### src/rtl/regs_wb_arbiter_if.sv
// Writeback bundle: ALU and load-unit requests into the arbiter, register-file write port out.
interface regs_wb_arbiter_if #(
    parameter int XLEN = 32,
    parameter int AW   = 5
);
    logic            i_alu_valid;
    logic [AW-1:0]   i_alu_rd;
    logic [XLEN-1:0] i_alu_data;
    logic            o_alu_ready;

    logic            i_ld_valid;
    logic [AW-1:0]   i_ld_rd;
    logic [XLEN-1:0] i_ld_data;
    logic            o_ld_ready;

    logic            o_wr_en;
    logic [AW-1:0]   o_wr_addr;
    logic [XLEN-1:0] o_wr_data;

    modport master (
        output i_alu_valid, i_alu_rd, i_alu_data,
        input  o_alu_ready,
        output i_ld_valid, i_ld_rd, i_ld_data,
        input  o_ld_ready,
        input  o_wr_en, o_wr_addr, o_wr_data
    );

    modport slave (
        input  i_alu_valid, i_alu_rd, i_alu_data,
        output o_alu_ready,
        input  i_ld_valid, i_ld_rd, i_ld_data,
        output o_ld_ready,
        output o_wr_en, o_wr_addr, o_wr_data
    );
endinterface

### src/rtl/regs_wb_arbiter.sv
// Register-file write-port arbiter with a load scoreboard driving the decode stall.
// Optional REGS_WB_BYPASS_EN adds a forward path from the committing load write.
module regs_wb_arbiter #(
    parameter int XLEN     = 32,
    parameter int AW       = 5,
    parameter int MAX_WAIT = 4
) (
    input  logic                  clk,
    input  logic                  rst,
    input  logic                  clk_en,
    regs_wb_arbiter_if.slave      wb,
    input  logic                  i_ld_issue,
    input  logic [AW-1:0]         i_ld_issue_rd,
    input  logic [AW-1:0]         i_rs1_addr,
    input  logic [AW-1:0]         i_rs2_addr,
    input  logic [AW-1:0]         i_rd_addr,
    output logic                  o_stall,
    output logic                  o_sb_overflow
`ifdef REGS_WB_BYPASS_EN
    ,
    output logic                  o_fwd1_en,
    output logic                  o_fwd2_en,
    output logic [XLEN-1:0]       o_fwd_data
`endif
);

    localparam int NREG = 1 << AW;
    localparam int SW   = $clog2(MAX_WAIT + 1);
    localparam logic [SW-1:0] STARVE_MAX = SW'(MAX_WAIT);

    logic [SW-1:0]   starve_cnt_q, starve_cnt_d;
    logic            wr_en_q, wr_en_d;
    logic [AW-1:0]   wr_addr_q, wr_addr_d;
    logic [XLEN-1:0] wr_data_q, wr_data_d;
    logic            wr_is_ld_q, wr_is_ld_d;
    logic [NREG-1:0] pending_q, pending_d;
    logic            overflow_q, overflow_d;

    logic alu_starved;
    logic alu_grant;
    logic ld_grant;
    logic issue_live;
    logic ld_commit;
    logic rs1_pend, rs2_pend, rd_pend;
    logic issue_hit;
    logic fwd1, fwd2;

    // Loads win ties so pipelined loads drain fast, but a waiting ALU result is never starved beyond MAX_WAIT.
    always_comb begin
        alu_starved = (starve_cnt_q == STARVE_MAX);
        alu_grant   = clk_en & wb.i_alu_valid & (~wb.i_ld_valid | alu_starved);
        ld_grant    = clk_en & wb.i_ld_valid & ~alu_grant;
        issue_live  = i_ld_issue & (i_ld_issue_rd != '0);
        ld_commit   = wr_en_q & wr_is_ld_q;
    end

    assign wb.o_alu_ready = alu_grant;
    assign wb.o_ld_ready  = ld_grant;

    always_comb begin
        starve_cnt_d = starve_cnt_q;
        wr_en_d      = wr_en_q;
        wr_addr_d    = wr_addr_q;
        wr_data_d    = wr_data_q;
        wr_is_ld_d   = wr_is_ld_q;
        pending_d    = pending_q;
        overflow_d   = overflow_q;

        if (clk_en) begin
            if (alu_grant) begin
                starve_cnt_d = '0;
            end else if (wb.i_alu_valid && !alu_starved) begin
                starve_cnt_d = starve_cnt_q + SW'(1);
            end

            wr_en_d    = 1'b0;
            wr_is_ld_d = 1'b0;
            if (alu_grant) begin
                wr_addr_d = wb.i_alu_rd;
                wr_data_d = wb.i_alu_data;
                wr_en_d   = (wb.i_alu_rd != '0);
            end else if (ld_grant) begin
                wr_addr_d  = wb.i_ld_rd;
                wr_data_d  = wb.i_ld_data;
                wr_en_d    = (wb.i_ld_rd != '0);
                wr_is_ld_d = 1'b1;
            end

            // Clear is applied before set so a same-cycle re-issue keeps the register pending.
            if (ld_commit) begin
                pending_d[wr_addr_q] = 1'b0;
            end
            if (issue_live) begin
                if (pending_q[i_ld_issue_rd]) begin
                    overflow_d = 1'b1;
                end
                pending_d[i_ld_issue_rd] = 1'b1;
            end
        end
        pending_d[0] = 1'b0;
    end

    always_ff @(posedge clk) begin
        if (rst) begin
            starve_cnt_q <= '0;
            wr_en_q      <= 1'b0;
            wr_addr_q    <= '0;
            wr_data_q    <= '0;
            wr_is_ld_q   <= 1'b0;
            pending_q    <= '0;
            overflow_q   <= 1'b0;
        end else begin
            starve_cnt_q <= starve_cnt_d;
            wr_en_q      <= wr_en_d;
            wr_addr_q    <= wr_addr_d;
            wr_data_q    <= wr_data_d;
            wr_is_ld_q   <= wr_is_ld_d;
            pending_q    <= pending_d;
            overflow_q   <= overflow_d;
        end
    end

    assign wb.o_wr_en     = wr_en_q;
    assign wb.o_wr_addr   = wr_addr_q;
    assign wb.o_wr_data   = wr_data_q;
    assign o_sb_overflow  = overflow_q;

    // A load issued this cycle already blocks its consumers, before the scoreboard bit is visible.
    always_comb begin
        rs1_pend  = (i_rs1_addr != '0) & pending_q[i_rs1_addr];
        rs2_pend  = (i_rs2_addr != '0) & pending_q[i_rs2_addr];
        rd_pend   = (i_rd_addr  != '0) & pending_q[i_rd_addr];
        issue_hit = issue_live & ((i_ld_issue_rd == i_rs1_addr) |
                                  (i_ld_issue_rd == i_rs2_addr) |
                                  (i_ld_issue_rd == i_rd_addr));
`ifdef REGS_WB_BYPASS_EN
        fwd1 = ld_commit & (wr_addr_q == i_rs1_addr) & rs1_pend;
        fwd2 = ld_commit & (wr_addr_q == i_rs2_addr) & rs2_pend;
`else
        fwd1 = 1'b0;
        fwd2 = 1'b0;
`endif
        o_stall = (rs1_pend & ~fwd1) | (rs2_pend & ~fwd2) | rd_pend | issue_hit;
    end

`ifdef REGS_WB_BYPASS_EN
    assign o_fwd1_en  = fwd1;
    assign o_fwd2_en  = fwd2;
    assign o_fwd_data = wr_data_q;
`endif

endmodule

### src/flat_wrapper.sv
// flat-port wrapper written by rule: the top's interface ports become plain ports
module regs_wb_arbiter_flat 
#(
    parameter int XLEN     = 32,
    parameter int AW       = 5,
    parameter int MAX_WAIT = 4
)
  (clk, rst, clk_en, i_ld_issue, i_ld_issue_rd, i_rs1_addr, i_rs2_addr, i_rd_addr, o_stall, o_sb_overflow, wb_i_alu_valid, wb_i_alu_rd, wb_i_alu_data, wb_o_alu_ready, wb_i_ld_valid, wb_i_ld_rd, wb_i_ld_data, wb_o_ld_ready, wb_o_wr_en, wb_o_wr_addr, wb_o_wr_data);
  regs_wb_arbiter_if #(.XLEN(XLEN), .AW(AW)) wb_i ();
  input  logic clk;
  input  logic rst;
  input  logic clk_en;
  input  logic i_ld_issue;
  input  logic [AW-1:0] i_ld_issue_rd;
  input  logic [AW-1:0] i_rs1_addr;
  input  logic [AW-1:0] i_rs2_addr;
  input  logic [AW-1:0] i_rd_addr;
  output logic o_stall;
  output logic o_sb_overflow;
  input wire logic [$bits(wb_i.i_alu_valid)-1:0] wb_i_alu_valid;
  input wire logic [$bits(wb_i.i_alu_rd)-1:0] wb_i_alu_rd;
  input wire logic [$bits(wb_i.i_alu_data)-1:0] wb_i_alu_data;
  output wire logic [$bits(wb_i.o_alu_ready)-1:0] wb_o_alu_ready;
  input wire logic [$bits(wb_i.i_ld_valid)-1:0] wb_i_ld_valid;
  input wire logic [$bits(wb_i.i_ld_rd)-1:0] wb_i_ld_rd;
  input wire logic [$bits(wb_i.i_ld_data)-1:0] wb_i_ld_data;
  output wire logic [$bits(wb_i.o_ld_ready)-1:0] wb_o_ld_ready;
  output wire logic [$bits(wb_i.o_wr_en)-1:0] wb_o_wr_en;
  output wire logic [$bits(wb_i.o_wr_addr)-1:0] wb_o_wr_addr;
  output wire logic [$bits(wb_i.o_wr_data)-1:0] wb_o_wr_data;
  assign wb_i.i_alu_valid = wb_i_alu_valid;
  assign wb_i.i_alu_rd = wb_i_alu_rd;
  assign wb_i.i_alu_data = wb_i_alu_data;
  assign wb_o_alu_ready = wb_i.o_alu_ready;
  assign wb_i.i_ld_valid = wb_i_ld_valid;
  assign wb_i.i_ld_rd = wb_i_ld_rd;
  assign wb_i.i_ld_data = wb_i_ld_data;
  assign wb_o_ld_ready = wb_i.o_ld_ready;
  assign wb_o_wr_en = wb_i.o_wr_en;
  assign wb_o_wr_addr = wb_i.o_wr_addr;
  assign wb_o_wr_data = wb_i.o_wr_data;
  regs_wb_arbiter #(.XLEN(XLEN), .AW(AW), .MAX_WAIT(MAX_WAIT)) u_core (.clk(clk), .rst(rst), .clk_en(clk_en), .wb(wb_i), .i_ld_issue(i_ld_issue), .i_ld_issue_rd(i_ld_issue_rd), .i_rs1_addr(i_rs1_addr), .i_rs2_addr(i_rs2_addr), .i_rd_addr(i_rd_addr), .o_stall(o_stall), .o_sb_overflow(o_sb_overflow));
endmodule
### config.mk
export PLATFORM = sky130hd
export DESIGN_NAME = regs_wb_arbiter_flat
export DESIGN_NICKNAME = d
export VERILOG_FILES = /design/src/rtl/regs_wb_arbiter_if.sv /design/src/rtl/regs_wb_arbiter.sv /design/src/flat_wrapper.sv
export SDC_FILE = /design/constraint.sdc
export NUM_CORES = 1
export LEC_CHECK = 0
export BUFFER_PORTS_ARGS = -buffer_cell sky130_fd_sc_hd__buf_2
export CAP_MARGIN = 20
export CORE_MARGIN = 2
export CORE_UTILIZATION = 50
export DETAILED_ROUTE_END_ITERATION = 12
export HOLD_SLACK_MARGIN = 0.08
export PLACE_DENSITY = 0.78
export SYNTH_ARGS = -nofsm -noshare
export SYNTH_HDL_FRONTEND = slang
export SYNTH_SLANG_ARGS = --single-unit
### constraint.sdc
create_clock -name clk -period 3.45 [get_ports clk]
set_input_delay 0.1725 -clock clk [delete_from_list [all_inputs] [get_ports clk]]
set_output_delay 0.1725 -clock clk [all_outputs]
set_load 0.02 [all_outputs]
==> results_dict.tcl, run 1 <==
set metrics [dict create \
    setup_viol 0 \
    gp_congestion 0.958 \
    drt_iter0_drc 335 \
    area_growth_pct 18.0 \
    wl_per_cell_um 17.4 \
    cts_resized 0 \
    cts_tree "built" \
    syn_nets 615 \
    reg2reg_from "u_core.starve_cnt_q[0]" \
    cp-start-kind "flip-flop" \
    num_rows 34 \
    status "complete, no violations" \
    startpoint "u_core.pending_q[31]" \
    syn_inst 513 \
    cp_data_required_time_ns 3.28 \
    mostFrequentLayoutCells "141 x buf_2, 74 x dfxtp_1, 49 x nor2_1, 48 x mux2i_1, 45 x nand2_1" \
    async_flop_share 0 \
    p_leak_nw 2.11 \
    cts_max_path_buffers 2 \
    synth_edf_count 0 \
    via_per_inst 6.01 \
    h-tree-depth 3 \
    clk_pin_slew_worst_paths_ns 0.08 \
    placed_cells 723 \
    insertion_delay_ns 0.35 \
    ios 142 \
    cp_max_fo 5 \
    yosysWarnings 0 \
    final_nets 728 \
    clock-sinks 74 \
    seqPwrFrac 0.483 \
    p_sw_frac 0.313 \
    cts-buffers-inserted 9 \
    hold_viol 0 \
    syn-cell-area_mm2 0.00457 \
    vias 4443 \
    core_mm2 0.00881 \
    wl_mm 12.9 \
    drive_above_1_share 0.307 \
    relSlewSlack 0.318 \
    grt_pass1_vias 4312 \
    dr.pass1.iters 5 \
    syn_avg_cell_area_um2 8.91 \
    period_share 0.660 \
    critPathKind "reg -> out" \
    drv_cap 0 \
    cts_setup_buffers 0 \
    synth.distinct_cells 48 \
    p_comb_frac 0.202 \
    p_per_area_mw_per_mm2 355 \
    grt_pass1_wl_mm 20.8 \
    internal_power_w 0.00132 \
    fillers 794 \
    maxSlewViolCount 0 \
    synth_seq_cells 74 \
    ir_drop_mv 0.305 \
    ant_nets 0 \
    setup_tns_ns 0 \
    cts_hold_buf 0 \
    end_kind "output port" \
    drc 0 \
    grt_overflow_total 0 \
    arrival_ns 2.11 \
    post-dp-hpwl_mm 9.86 \
    diodes 0 \
    track_usage 0.261 \
    grt_max_degree 57 \
    layout_commonest_cell "buf_2" \
    grt_antenna_before_repair 0 \
    synth_ff_type "dfxtp_1" \
    fin_cells 739 \
    rsz0062_at_grt "false" \
    power.share.clock 0.315 \
    hold_class "in -> reg" \
    tightest_slew_ns 1.01 \
    start_util 0.519 \
    fmax_ghz 0.439 \
    numPortBuffers 141 \
    min_period_ns 2.28 \
    dieArea_mm2 0.00993 \
    die_y_um 99.6 \
    die_x_um 99.6 \
    min-delay-start "wb_i_ld_rd[3]" \
    yosysSeqAreaShare 0.324 \
    fin_skew_ns 0.00872 \
    root_buffer "clkbuf_8" \
    power_switching_w 0.000600 \
]
==> power by group through the flow <==
stage / logic [W] / registers [W] / clock network [W]
2_1_floorplan: 0.000218 / 0.000977 / 0
3_3_place_gp: 0.000375 / 0.000943 / 0
3_5_place_dp: 0.000386 / 0.000944 / 0
4_1_cts: 0.000387 / 0.000925 / 0.000620
5_1_grt: 0.000421 / 0.000930 / 0.000659
6_report: 0.000387 / 0.000926 / 0.000604
==> registers in the layout (all words and copies together), names as in the netlist <==
signal                cells
u_core.o_sb_overflow      1
u_core.wb.o_wr_data      32
u_core.wr_is_ld_q         1
u_core.wb.o_wr_addr       5
u_core.starve_cnt_q       3
u_core.pending_q         31
u_core.wb.o_wr_en         1
==> cell families (layout without fill, tap and decap cells) <==
logic type	Yosys count	in the layout	share of synthesized area
multiplexers	78	78	0.231
AO/OA/AOI/OAI	130	130	0.179
buffers and inverters	50	168	0.0577
XOR/XNOR	17	17	0.0326
AND/OR/NAND/NOR	162	162	0.171
flip-flops	74	74	0.324
adder cells (fa/ha/maj)	2	2	0.00547
==> final timing paths <==
check	to	slack [ns]	cells past startpoint
worst max-delay path	o_stall	1.17	6
worst min-delay path	u_core.wb.o_wr_en	0.15	3
worst max register to register	u_core.wb.o_wr_data[0]	1.57	7
worst min register to register	u_core.wb.o_wr_data[5]	0.50	2
==> synth_stat cells (all sizes together), types with 3 or more instances <==
| cell | instances | area, um2 |
|---|---|---|
| or2 | 4 | 25.0 |
| xor2 | 7 | 61.3 |
| clkbuf | 19 | 71.3 |
| nor2 | 50 | 188 |
| buf | 23 | 163 |
| o22ai | 4 | 25.0 |
| xnor2 | 10 | 87.6 |
| nand2b | 7 | 43.8 |
| nor3 | 14 | 70.1 |
| a211oi | 40 | 300 |
| dfxtp | 74 | 1480 |
| mux2i | 48 | 480 |
| nand2 | 46 | 175 |
| mux4 | 20 | 462 |
| nand3 | 7 | 35.0 |
| or3 | 5 | 31.3 |
| nand4 | 3 | 18.8 |
| o311ai | 3 | 26.3 |
| nor3b | 3 | 22.5 |
| a2111oi | 5 | 43.8 |
| a21oi | 35 | 179 |
| o21ai | 34 | 170 |
| mux2 | 10 | 113 |
| and3b | 3 | 26.3 |
| nor2b | 7 | 43.8 |
| inv | 8 | 30.0 |
==> cell type report <==
class | count | area [um2] | share of cell area
Multi-Input combinational cell | 389 | 2840 | 0.527
Sequential cell | 74 | 1480 | 0.275
Timing Repair Buffer | 144 | 728 | 0.135
Tap cell | 108 | 135 | 0.0251
Clock buffer | 9 | 124 | 0.0230
Clock inverter | 7 | 53.8 | 0.00997
Inverter | 8 | 30.0 | 0.00557
==> per-stage QoR <==
step | cell area (um2) | power, W | utilization | setup WS, ns | hold slack (ns)
floorplan | 4570 | 0.00120 | - | 1.77 | 0.377
global placement | 5220 | 0.00132 | 0.592 | 1.42 | 0.485
detailed placement | 5220 | 0.00133 | 0.592 | 1.34 | 0.491
CTS | 5390 | 0.00193 | 0.613 | 1.18 | 0.135
global route | 5390 | 0.00201 | 0.613 | 1.06 | 0.136
finish | 5390 | 0.00192 | 0.613 | 1.17 | 0.149
==> routing by layer <==
metal | GRT usage | share of wire
met5 | 0 | 0
met4 | 0.114 | 0.025
met3 | 0.0569 | 0.077
met2 | 0.449 | 0.49
met1 | 0.315 | 0.41
==> worst max-delay path, stage by stage, from the launching register on <==
cell     delay (ns)
dfxtp_1        0.37
mux4_2         0.48
mux2i_1        0.15
o22ai_1        0.09
nor4_1         0.36
nand4_1        0.12
buf_2          0.18
No activity file was read; power rests on OpenSTA's default activity.
==> run 2, diff against run 1 <==
--- a/config.mk
+++ b/config.mk
@@ -8,10 +8,10 @@
 export BUFFER_PORTS_ARGS = -buffer_cell sky130_fd_sc_hd__buf_2
 export CAP_MARGIN = 20
 export CORE_MARGIN = 2
-export CORE_UTILIZATION = 50
+export CORE_UTILIZATION = 47
 export DETAILED_ROUTE_END_ITERATION = 12
 export HOLD_SLACK_MARGIN = 0.08
-export PLACE_DENSITY = 0.78
+export PLACE_DENSITY = 0.77
 export SYNTH_ARGS = -nofsm -noshare
 export SYNTH_HDL_FRONTEND = slang
 export SYNTH_SLANG_ARGS = --single-unit
==> constraint.sdc (replaced) <==
create_clock -name clk -period 2 [get_ports clk]
set_input_delay 0.1 -clock clk [delete_from_list [all_inputs] [get_ports clk]]
set_output_delay 0.1 -clock clk [all_outputs]
set_load 0.02 [all_outputs]
==> run 2 against run 1 <==
  * The flow now finishes with violations (negative setup slack)
  * First-iteration DRC count down 8.4%
  * Power up 91%
  * Cell count up 5.3%
  * Worst hold slack worse by 0.059 ns
  * Critical path depth unchanged
  * Routed wire length up 2.4%
  * Sequential cell count unchanged
  * Core utilization about the same
  * Non-clock buffer count up 19
  * Clock skew up 0.0012 ns
==> results_dict.tcl, run 2 (synthesis gave the netlist of run 1 again) <==
set metrics [dict create \
    insertion_delay_ns 0.34 \
    maxSlewViolCount 0 \
    drc 0 \
    cts_setup_buffers 0 \
    area_growth_pct 24.9 \
    internal_power_w 0.00267 \
    grt_pass1_wl_mm 21.0 \
    dr.pass1.iters 5 \
    post-dp-hpwl_mm 10.1 \
    fin_cells 778 \
    arrival_ns 2.01 \
    fin_skew_ns 0.00996 \
    cts-buffers-inserted 9 \
    wl_per_cell_um 16.9 \
    route.met2.wl_mm 6.52 \
    cp_data_required_time_ns 1.90 \
    hold_class "in -> reg" \
    path_buf_inv 1 \
    layout_commonest_cell "buf_2" \
    setup_tns_ns -0.113 \
    min_period_ns 2.11 \
    end_kind "output port" \
    violations "negative setup slack" \
    power.share.clock 0.371 \
    h-tree-depth 3 \
    ir_drop_mv 0.450 \
    cp_max_fo 5 \
    grt_antenna_before_repair 0 \
    seqPwrFrac 0.435 \
    mostFrequentLayoutCells "140 x buf_2, 60 x dfxtp_1, 48 x nor2_1, 48 x mux2i_1, 45 x nand2_1" \
    via_per_inst 5.79 \
    core_mm2 0.00933 \
    tightest_slew_ns 0.768 \
    hold_viol 0 \
    period_share 1.06 \
    finalWorstSetupSlack_ns -0.113 \
    relSlewSlack 0.488 \
    p_total_w 0.00366 \
    fillers 833 \
    drive_above_1_share 0.351 \
    fmax_ghz 0.473 \
    post-route-util 0.612 \
    die_x_um 103 \
    routed.top_layer "met4" \
    status "finished with violations" \
    crit_family "compound AO/OA/AOI/OAI gates" \
    track_usage 0.252 \
    p_sw_frac 0.272 \
    met3_length_mm 1.08 \
    power_switching_w 0.000996 \
    wl_mm 13.2 \
    num_rows 35 \
    vias 4505 \
    die_y_um 103 \
    cp-start-kind "flip-flop" \
    crit_slowest_cell "a2111oi_1" \
    p_leak_nw 2.27 \
    root_buffer "clkbuf_8" \
    start_util 0.490 \
    numPortBuffers 141 \
    dieArea_mm2 0.0105 \
    setup_viol 1 \
    largest_reg_flops 32 \
    final_nets 747 \
    gp_congestion 0.953 \
    drt_iter0_drc 307 \
    cts_tree "built" \
    grt_pass1_vias 4357 \
    clock-sinks 74 \
    crit_chain "nor2b_1, a2111oi_1, a2111oi_0, nor4_1, nand4_1, buf_4" \
    drv_cap 0 \
    placed_cells 761 \
    diodes 0 \
    wl_met1_mm 5.38 \
    cts_max_path_buffers 2 \
    p_per_area_mw_per_mm2 642 \
    cpPeakStageDelay_ns 0.44 \
    critPathKind "reg -> out" \
    p_comb_frac 0.193 \
    ant_nets 0 \
    ios 142 \
    rsz0062_at_grt "true" \
    clk_pin_slew_worst_paths_ns 0.08 \
    grt_max_degree 75 \
    grt_overflow_total 0 \
]
## run 2: what timing repair did
| action | 4_1_cts | 5_1_grt |
|---|---|---|
| hold buffers | 2 | 0 |
| gates resized for setup | 18 | 3 |
| setup endpoints to repair | 1 | 1 |
| endpoints found under the hold margin | 2 | 0 |
| pin swaps | 3 | 2 |
## run 2: path summary, 6_finish.rpt
path | from | endpoint | slack [ns] | cells past startpoint
worst max-delay path | u_core.pending_q[16] | o_stall | -0.11 | 6
worst min-delay path | wb_i_ld_data[0] | u_core.wb.o_wr_data[0] | 0.09 | 3
worst max register to register | u_core.wb.o_wr_en | u_core.pending_q[8] | 0.36 | 5
worst min register to register | u_core.wb.o_wr_data[31] | u_core.wb.o_wr_data[31] | 0.50 | 2
## run 2: area by class of cell
cell class | count | area (um2) | share of cell area
tap | 129 | 161 | 0.0283
sequential | 74 | 1500 | 0.263
inverter | 8 | 30.0 | 0.00526
clock buffer | 10 | 128 | 0.0224
clock inverter | 5 | 104 | 0.0182
multi-input combinational | 389 | 2860 | 0.501
timing repair buffer | 163 | 928 | 0.163
## run 2: stage by stage
step	hold WS (ns)	worst slack [ns]	area (um2)
floorplan	0.304	0.361	4570
global placement	0.427	0.0764	5420
detailed placement	0.426	0.0418	5420
CTS	0.0836	-0.0755	5700
global route	0.102	-0.231	5710
finish	0.0902	-0.113	5710
## run 2: power groups by stage
stage	Combinational, W	Clock (W)	Sequential (W)
detailed placement	0.000698	0	0.00163
global route	0.000770	0.00145	0.00161
global placement	0.000681	0	0.00162
CTS	0.000706	0.00138	0.00159
floorplan	0.000376	0	0.00169
finish	0.000708	0.00136	0.00159
## run 2: tightest hold or removal path, cell delays in order
cell,delay (ns)
buf_2,0.10
mux2i_1,0.11
a211oi_1,0.08
## run 2: per-layer routing
| layer | up-vias | GRT usage |
|---|---|---|
| met2 | 222 | 0.439 |
| met3 | 18 | 0.0407 |
| met1 | 2106 | 0.320 |
| met4 | 0 | 0.0810 |
| li1 | 2159 | - |
| met5 | - | 0 |
==> run 3, diff against run 2 <==
==> constraint.sdc (replaced) <==
create_clock -name clk -period 2 [get_ports clk]
set_input_delay 0.2 -clock clk [delete_from_list [all_inputs] [get_ports clk]]
set_output_delay 0.2 -clock clk [all_outputs]
set_load 0.02 [all_outputs]
==> run 3 against run 2 <==
  * Critical path type unchanged
  * Via count grew 2.7%
  * Cell count up 1.7%
  * Routed wire length increased by 6.7%
  * The run still ends with negative setup slack left
  * Final area up 0.88%
  * Critical path depth did not move
==> results_dict.tcl, run 3 (synthesis gave the netlist of run 1 again) <==
set metrics [dict create \
    numPortBuffers 141 \
    wl_mm 14.1 \
    gp_congestion 1.02 \
    core_mm2 0.00933 \
    area_growth_pct 26.0 \
    period_share 1.13 \
    clock-sinks 74 \
    placed_cells 775 \
    drt_iter0_drc 310 \
    maxSlewViolCount 0 \
    cts_tree "built" \
    cts-buffers-inserted 9 \
    relSlewSlack 0.573 \
    post-place-ws_ns -0.0375 \
    tightest_slew_ns 0.640 \
    grt_antenna_before_repair 0 \
    multi_input_area_mm2 0.00286 \
    grt_use_met3 0.0522 \
    fin_skew_ns 0.0102 \
    cpPeakStageDelay_ns 0.55 \
    final_nets 759 \
    p_leak_nw 2.31 \
    min_period_ns 2.26 \
    clk_pin_slew_worst_paths_ns 0.08 \
    ios 142 \
    setup_viol 1 \
    fmax_ghz 0.442 \
    cts_max_path_buffers 2 \
    grt.met2_usage 0.441 \
    cp_max_fo 5 \
    grt_overflow_total 0 \
    layout_commonest_cell "buf_2" \
    drc 0 \
    end_kind "output port" \
    fin_area_mm2 0.00576 \
    insertion_delay_ns 0.35 \
    die_x_um 103 \
    dieArea_mm2 0.0105 \
    fillers 823 \
    placed_cell_area_mm2 0.00554 \
    cts_setup_buffers 0 \
    start_util 0.490 \
    cp_data_required_time_ns 1.80 \
    largest_reg_flops 32 \
    status "finished with violations" \
    p_total_w 0.00333 \
    drv_cap 0 \
    hold_viol 0 \
    via_per_inst 5.85 \
    setup_tns_ns -0.262 \
    h-tree-depth 3 \
    p_per_area_mw_per_mm2 579 \
    track_usage 0.271 \
    crit_slowest_cell "a2111oi_1" \
    critPathKind "reg -> out" \
    dr.pass1.iters 7 \
    drive_above_1_share 0.366 \
    diodes 0 \
    crit_chain "mux4_2, inv_1, a2111oi_1, nor4_1, nand4_1, buf_4" \
    wl_per_cell_um 17.8 \
    grt_pass1_vias 4398 \
    post-dp-hpwl_mm 10.8 \
    grt_pass1_wl_mm 21.9 \
    arrival_ns 2.06 \
    vias 4628 \
    grt_max_degree 75 \
    busiest_layer "met2" \
    die_y_um 103 \
    num_rows 35 \
    use_met1 0.349 \
    violations "negative setup slack" \
    ir_drop_mv 0.363 \
    ant_nets 0 \
    hold_class "in -> reg" \
    cp-start-kind "flip-flop" \
    root_buffer "clkbuf_8" \
    regArea_mm2 0.00150 \
    finalWorstSetupSlack_ns -0.262 \
    fin_cells 791 \
    rsz0062_at_grt "true" \
    mostFrequentLayoutCells "140 x buf_2, 61 x dfxtp_1, 48 x nor2_1, 48 x mux2i_1, 45 x nand2_1" \
]
==> run 3: changes by cell type in the layout (fill, tap and decap cells not counted), moves of 2 or more <==
cell and change:
dlygate4sd3_1 -2, dfxtp_2 -2, bufinv_16 -3, clkinvlp_4 +2, buf_6 +2, buf_4 +11
==> run 3: stage by stage <==
stage,utilization,hold slack (ns)
4_1_cts,0.613,0.158
5_1_grt,0.617,0.189
3_3_place_gp,0.594,0.437
3_5_place_dp,0.594,0.443
2_1_floorplan,-,0.404
6_report,0.617,0.175
==> run 3: path summary, 6_finish.rpt <==
| path | from | endpoint | slack [ns] | cells after the start |
|---|---|---|---|---|
| max | u_core.pending_q[18] | o_stall | -0.26 | 6 |
| min | wb_i_ld_rd[3] | u_core.wb.o_wr_en | 0.18 | 3 |
| max reg2reg | u_core.pending_q[31] | u_core.o_sb_overflow | 0.35 | 6 |
| min reg2reg | u_core.o_sb_overflow | u_core.o_sb_overflow | 0.46 | 2 |
==> run 3: final cells by class <==
cell class	instances	share of cell area
tap	129	0.0280
sequential	74	0.260
clock buffer	10	0.0222
inverter	8	0.00521
timing repair buffer	175	0.179
multi-input combinational	389	0.497
clock inverter	6	0.00739
==> run 3: metal layers <==
layer,vias up,share of wire,wire (um)
met1,2112,0.39,5440
met5,-,0,0
met2,286,0.47,6600
met3,48,0.11,1490
li1,2182,-,-
met4,0,0.038,535
==> run 3: repair_timing <==
action                     4_1_cts  5_1_grt
resized for setup                7       17
pin swaps                        1        5
setup endpoints to repair        1        2
hold buffers                     0        0
cloned                           0        0
==> run 3: critical path: cells and delay by family (launching register included) <==
family,cells,cell delay [ns]
mux,1,0.29
flops,1,0.48
compound gates,1,0.55
simple gates,2,0.21
buf+inv,2,0.18
==> run 3: where the power goes <==
| part | switching (W) | internal, W |
|---|---|---|
| clock network | 0.000567 | 0.000452 |
| logic | 0.000408 | 0.000311 |
| registers | 0.0000550 | 0.00154 |
